[src/rtl/fust_table.sv]
// Functional-unit status table with per-operand producer tags and a register result map.
// Handles dispatch, lowest-index issue select, writeback wakeup and selective flush.
module fust_table #(
   parameter int NUM_FU = 5,
   parameter int NREGS = 32,
   parameter int OP_W = 6,
   parameter int TAG_W = $clog2(NUM_FU + 1),
   localparam int FU_W = $clog2(NUM_FU),
   localparam int REG_W = $clog2(NREGS)
) (
   input  logic                CLK,
   input  logic                RST,
   input  logic                disp_valid,
   input  logic [FU_W-1:0]     disp_fu,
   input  logic [OP_W-1:0]     disp_op,
   input  logic [REG_W-1:0]    disp_rd,
   input  logic [REG_W-1:0]    disp_rs1,
   input  logic [REG_W-1:0]    disp_rs2,
   output logic                disp_ready,
   input  logic [NUM_FU-1:0]   fu_ready,
   output logic                issue_valid,
   output logic [FU_W-1:0]     issue_fu,
   output logic [OP_W-1:0]     issue_op,
   output logic [REG_W-1:0]    issue_rd,
   output logic [REG_W-1:0]    issue_rs1,
   output logic [REG_W-1:0]    issue_rs2,
   input  logic                wb_valid,
   input  logic [FU_W-1:0]     wb_fu,
   input  logic                flush,
   input  logic                freeze,
   output logic [2*NUM_FU-1:0] fu_state
);

   typedef enum logic [1:0] {
      ST_IDLE   = 2'd0,
      ST_WAIT   = 2'd1,
      ST_READY  = 2'd2,
      ST_ISSUED = 2'd3
   } fu_st_t;

   localparam logic [FU_W-1:0] LAST_FU = FU_W'(NUM_FU - 1);
   localparam int TAG_N = 2 ** TAG_W;

   fu_st_t           state_reg   [NUM_FU];
   fu_st_t           state_next  [NUM_FU];
   logic [OP_W-1:0]  op_reg      [NUM_FU];
   logic [OP_W-1:0]  op_next     [NUM_FU];
   logic [REG_W-1:0] rd_reg      [NUM_FU];
   logic [REG_W-1:0] rd_next     [NUM_FU];
   logic [REG_W-1:0] rs1_reg     [NUM_FU];
   logic [REG_W-1:0] rs1_next    [NUM_FU];
   logic [REG_W-1:0] rs2_reg     [NUM_FU];
   logic [REG_W-1:0] rs2_next    [NUM_FU];
   logic [TAG_W-1:0] t1_reg      [NUM_FU];
   logic [TAG_W-1:0] t1_next     [NUM_FU];
   logic [TAG_W-1:0] t2_reg      [NUM_FU];
   logic [TAG_W-1:0] t2_next     [NUM_FU];
   logic [TAG_W-1:0] regstat_reg [NREGS];
   logic [TAG_W-1:0] regstat_next[NREGS];

   logic [TAG_W-1:0] wb_tag;
   logic [TAG_W-1:0] disp_tag;
   logic [TAG_W-1:0] t1_load;
   logic [TAG_W-1:0] t2_load;
   logic             disp_fire;
   logic             issue_found;
   logic [FU_W-1:0]  issue_sel;
   logic [TAG_N-1:0] tag_kill;

   assign wb_tag   = TAG_W'(wb_fu) + TAG_W'(1);
   assign disp_tag = TAG_W'(disp_fu) + TAG_W'(1);

   // WAW and busy checks use registered state only; a same-cycle writeback does not unblock them.
   always_comb begin
      disp_ready = 1'b0;
      if (!freeze && !flush && disp_fu <= LAST_FU)
         disp_ready = (state_reg[disp_fu] == ST_IDLE) &&
                      (disp_rd == '0 || regstat_reg[disp_rd] == '0);
   end

   assign disp_fire = disp_valid & disp_ready;

   always_comb begin
      t1_load = (disp_rs1 == '0) ? '0 : regstat_reg[disp_rs1];
      t2_load = (disp_rs2 == '0) ? '0 : regstat_reg[disp_rs2];
      if (wb_valid && t1_load == wb_tag) t1_load = '0;
      if (wb_valid && t2_load == wb_tag) t2_load = '0;
   end

   always_comb begin
      issue_found = 1'b0;
      issue_sel   = '0;
      for (int k = NUM_FU - 1; k >= 0; k--) begin
         if (state_reg[k] == ST_READY && fu_ready[k]) begin
            issue_found = 1'b1;
            issue_sel   = FU_W'(k);
         end
      end
      issue_valid = issue_found && !freeze && !flush;
      issue_fu    = issue_valid ? issue_sel : '0;
      issue_op    = issue_valid ? op_reg[issue_sel] : '0;
      issue_rd    = issue_valid ? rd_reg[issue_sel] : '0;
      issue_rs1   = issue_valid ? rs1_reg[issue_sel] : '0;
      issue_rs2   = issue_valid ? rs2_reg[issue_sel] : '0;
   end

   // tag_kill[t] marks producer tags whose entries a flush discards this cycle.
   genvar gi;
   generate
      for (gi = 0; gi < TAG_N; gi++) begin : g_kill
         if (gi >= 1 && gi <= NUM_FU) begin : g_fu
            assign tag_kill[gi] = flush &&
               (state_reg[gi-1] == ST_WAIT || state_reg[gi-1] == ST_READY);
         end else begin : g_none
            assign tag_kill[gi] = 1'b0;
         end
      end
      for (gi = 0; gi < NUM_FU; gi++) begin : g_state_out
         assign fu_state[2*gi +: 2] = state_reg[gi];
      end
   endgenerate

   always_comb begin
      for (int k = 0; k < NUM_FU; k++) begin
         state_next[k] = state_reg[k];
         op_next[k]    = op_reg[k];
         rd_next[k]    = rd_reg[k];
         rs1_next[k]   = rs1_reg[k];
         rs2_next[k]   = rs2_reg[k];
         t1_next[k]    = t1_reg[k];
         t2_next[k]    = t2_reg[k];
         if (state_reg[k] == ST_WAIT && t1_reg[k] == '0 && t2_reg[k] == '0)
            state_next[k] = ST_READY;
         if (issue_valid && issue_fu == FU_W'(k))
            state_next[k] = ST_ISSUED;
         if (flush && (state_reg[k] == ST_WAIT || state_reg[k] == ST_READY))
            state_next[k] = ST_IDLE;
         if (wb_valid && t1_reg[k] == wb_tag) t1_next[k] = '0;
         if (wb_valid && t2_reg[k] == wb_tag) t2_next[k] = '0;
         if (wb_valid && wb_fu == FU_W'(k))
            state_next[k] = ST_IDLE;
         if (disp_fire && disp_fu == FU_W'(k)) begin
            op_next[k]    = disp_op;
            rd_next[k]    = disp_rd;
            rs1_next[k]   = disp_rs1;
            rs2_next[k]   = disp_rs2;
            t1_next[k]    = t1_load;
            t2_next[k]    = t2_load;
            state_next[k] = (t1_load == '0 && t2_load == '0) ? ST_READY : ST_WAIT;
         end
      end
   end

   always_comb begin
      for (int r = 0; r < NREGS; r++) begin
         regstat_next[r] = regstat_reg[r];
         if (wb_valid && regstat_reg[r] == wb_tag) regstat_next[r] = '0;
         if (tag_kill[regstat_reg[r]]) regstat_next[r] = '0;
         if (disp_fire && disp_rd == REG_W'(r)) regstat_next[r] = disp_tag;
      end
      regstat_next[0] = '0;
   end

   always_ff @(posedge CLK or posedge RST) begin
      if (RST) begin
         for (int k = 0; k < NUM_FU; k++) begin
            state_reg[k] <= ST_IDLE;
            op_reg[k]    <= '0;
            rd_reg[k]    <= '0;
            rs1_reg[k]   <= '0;
            rs2_reg[k]   <= '0;
            t1_reg[k]    <= '0;
            t2_reg[k]    <= '0;
         end
         for (int r = 0; r < NREGS; r++)
            regstat_reg[r] <= '0;
      end else begin
         for (int k = 0; k < NUM_FU; k++) begin
            state_reg[k] <= state_next[k];
            op_reg[k]    <= op_next[k];
            rd_reg[k]    <= rd_next[k];
            rs1_reg[k]   <= rs1_next[k];
            rs2_reg[k]   <= rs2_next[k];
            t1_reg[k]    <= t1_next[k];
            t2_reg[k]    <= t2_next[k];
         end
         for (int r = 0; r < NREGS; r++)
            regstat_reg[r] <= regstat_next[r];
      end
   end

endmodule

[config.mk]
export PLATFORM = sky130hd
export DESIGN_NAME = fust_table
export DESIGN_NICKNAME = d
export VERILOG_FILES = /design/src/rtl/fust_table.sv
export SDC_FILE = /design/constraint.sdc
export NUM_CORES = 1
export LEC_CHECK = 0
export ABC_AREA = 1
export BUFFER_PORTS_ARGS = -buffer_cell sky130_fd_sc_hd__buf_2
export CAP_MARGIN = 20
export CORE_ASPECT_RATIO = 0.8
export CORE_UTILIZATION = 30
export DETAILED_ROUTE_END_ITERATION = 12
export GPL_ROUTABILITY_DRIVEN = 0
export HOLD_SLACK_MARGIN = 0.08
export MAX_ROUTING_LAYER = met4
export PLACE_DENSITY = 0.55
export SLEW_MARGIN = 25
export SYNTH_ARGS = -nofsm -noshare
export SYNTH_HDL_FRONTEND = slang
export SYNTH_SLANG_ARGS = --single-unit
[constraint.sdc]
create_clock -name CLK -period 8.2 [get_ports CLK]
set_input_delay 1.64 -clock CLK [delete_from_list [all_inputs] [get_ports CLK]]
set_output_delay 1.64 -clock CLK [all_outputs]
set_load 0.01 [all_outputs]
==> summary.md <==
| Metric | Value |
|---|---|
| Hold_buf cts | `0` |
| H-tree levels | `1` |
| Core Area | `52700 µm²` |
| Post-Layout Cell Count | `3071` |
| Vias per Instance | `5.77` |
| Initial Util | `0.306` |
| Synth-to-Final Area Change | `11.2%` |
| TritonCTS clock tree | `done` |
| WHS Path Cells | `2` |
| Skew-Pair Late Insertion Delay | `0.57 ns` |
| Pleak | `8.13 nW` |
| Power density over the cells | `244 nW/µm²` |
| 1st-iter DRT viols | `2392` |
| Layout Nets | `2415` |
| Yosys cell types | `49` |
| Share of the synthesized area in the top cell type | `0.369` |
| FP Rows | `75` |
| VDD IR max | `0.246 mV` |
| Peak Freq | `172 MHz` |
| Top post-synthesis cells by area | `dfrtp_1 37%, nand2_1 13%, o21ai_0 10%` |
| GR Util All Layers | `0.245` |
| Final Util | `0.340` |
| WL final | `66600 µm` |
| Dpl hpwl | `44800 µm` |
| CTS sink count | `238` |
| Max FFs per register | `93` |
| Fin. max-slew vios | `0` |
| Setup Viol. Count Final | `0` |
| Number of synthesized flops with an enable pin | `0` |
| First-pass GRT wire length | `100000 µm` |
| Num CTS Buffers | `26` |
| Flop-to-flop setup slack | `3.87 ns` |
| Most common cell in the netlist | `nand2_1` |
| R2R depth | `11` |
| Die span in y | `209 µm` |
| Relative slew slack | `0.296` |
| Worst R2R End | `regstat_reg[6]$_DFFE_PP0P_` |
| Setup bufs post-CTS | `0` |
| Setup CP Type | `primary input to output port` |
| Grt total ovfl | `0` |
| Vias in the first global route | `16300` |
| 1st-pass router iterations | `12` |
| Io pins | `74` |
| Post-Syn Area | `16100 µm²` |
| Share of synthesized registers carrying an async set or reset | `1.00` |
| Worst Max-Slew Pin Slew | `1.05 ns` |
| Max cap viols | `0` |
| Failing checks | `design-rule violations` |
| Proportion of layout cells with a drive suffix above 1 | `0.0753` |
| Final clock skew | `0.0290 ns` |
| Post-route ant nets | `0` |
| WHS Endpoint | `rs1_reg[5]$_DFFE_PP0P_` |
| Routed len/inst | `21.7 µm` |
| RSZ-0062 raised after global routing | `no` |
| Initial antenna violation count | `1` |
| Hold WC Path Type | `flop to flop` |
| Synth warnings | `0` |
| Run status | `complete, but fails checks` |
| Worst flop-to-flop path startpoint | `regstat_reg[30]$_DFFE_PP0P_` |
| Critical path capture point type | `output port` |
| Root Driver | `clkbuf_16` |
| Tmin final | `5.81 ns` |
| Post-Syn Instances | `2370` |
| Total number of vias | `17700` |
| Die W | `261 µm` |
| Min-delay src | `rs1_reg[5]$_DFFE_PP0P_` |
| Die area | `54700 µm²` |
| Synth cell count leaders | `559 x nand2_1, 328 x o21ai_0, 285 x nand3_1` |
| Inst Count DP | `3022` |
| Sequential element share of the synthesized area | `0.369` |
| Remaining DRCs | `2` |
| PortBufs | `73` |
| Final Hold Vio Count | `0` |
| Hold_ws | `0.484 ns` |
| CP required | `6.56 ns` |
| Max FO, Critical Path | `29` |
| TNS Setup | `0 ns` |
| Clock Tree Buf Depth | `3` |
| Area leader, netlist | `dfrtp_1` |
| Largest net degree at the start of global routing | `95` |
| CTS clk-pin slew, worst paths | `0.06 ns` |
| Post-CTS sizing | `0` |
| CP arrival | `4.17 ns` |
| Yosys reg bits | `238` |
| Avg Cell Area, Syn | `6.80 µm²` |
| Tcrit/Tclk final | `0.709` |
| Most used DFF post-synth | `dfrtp_1` |
| Syn nets | `2428` |
| CP Launch Type | `primary input` |
[kinds of logic (layout without fill, tap and decap cells)]
kind of cell,count (synthesis),in the layout,share of synthesized area
AOI/OAI and AO/OA,651,651,0.225
xor gates and xnor gates,36,36,0.0196
buffers and inverters,383,389,0.0925
DFF,238,238,0.369
adders and majority gates,20,20,0.0155
and+or+nand+nor,1042,1042,0.278
other,0,2,0
[metrics by stage]
stage	setup slack (ns)	power (W)	area, µm²
2_1_floorplan	0.0286	0.00245	16100
3_3_place_gp	2.46	0.00303	17000
3_5_place_dp	2.36	0.00306	17000
4_1_cts	2.36	0.00434	17900
5_1_grt	2.14	0.00459	17900
6_report	2.39	0.00437	17900
[report_power, final]
part	switching [W]	leakage, nW	internal, W	total (W)
sequential	0.000135	3.15	0.00137	0.00150
combinational	0.00115	4.52	0.000439	0.00159
clock	0.000520	0.456	0.000755	0.00127
total	0.00180	8.13	0.00256	0.00437
[routing by layer]
metal / up-vias / global-route usage / part of all wire / wire length (µm)
li1: 8015 / - / - / -
met1: 8478 / 0.360 / 0.45 / 29800
met2: 1122 / 0.334 / 0.41 / 27300
met3: 114 / 0.0586 / 0.12 / 7920
met4: 0 / 0.0597 / 0.024 / 1630
met5: - / - / 0 / 0
[worst max path at each step]
| stage | start | to | slack (ns) |
|---|---|---|---|
| after floorplan | RST | fu_state[0]$_DFFE_PP0P_ | 0.03 |
| after global placement | fu_ready[0] | issue_rs1[2] | 2.46 |
| after detailed placement | fu_ready[0] | issue_rs1[2] | 2.36 |
| after CTS | fu_ready[0] | issue_rs1[2] | 2.36 |
| after global routing | fu_ready[0] | issue_rs1[2] | 2.14 |
| final | disp_fu[0] | disp_ready | 2.39 |
[cell usage in the layout (no fill, tap or decap), types with 3 or more instances in the layout]
cell       instances
a31oi_1            6
a221oi_1           4
a211oi_1           5
o21ai_1           11
nor2_1           106
clkbuf_1           3
inv_2              9
clkbuf_8           7
o32ai_1           10
nand2_1          557
buf_2             73
o211ai_1          21
nor3_2             3
nor2_2             9
nand2_2            3
o22ai_1           50
a21oi_1          168
nand3_1          285
buf_4             26
inv_1            224
clkbuf_16         27
bufinv_16          3
clkinv_2           7
xnor2_1           14
nand4_1           19
xor2_1            22
dfrtp_1          238
ha_1              19
o21ai_0          328
o2111ai_1         16
nor4_1            10
nor3_1            40
a2111oi_0         19
clkinv_1           7
[layout make-up]
class | count | area (µm²)
fillers | 5708 | 34800
multi-input cells | 1749 | 8690
flip-flops and latches | 238 | 5960
inverters | 241 | 912
well taps | 693 | 867
clock buffers | 37 | 783
repair buffers | 101 | 583
clock inverters | 10 | 125
diodes | 2 | 5.00
[worst max-delay path, cell delays in order]
cell     delay (ns)
buf_2          0.68
inv_1          0.51
nand2_1        0.15
a21oi_1        0.05
o21ai_0        0.14
nand2_1        0.06
nor2_1         0.09
nand2_1        0.07
nor2b_1        0.48
buf_2          0.27
No activity file was read; power rests on OpenSTA's default activity.
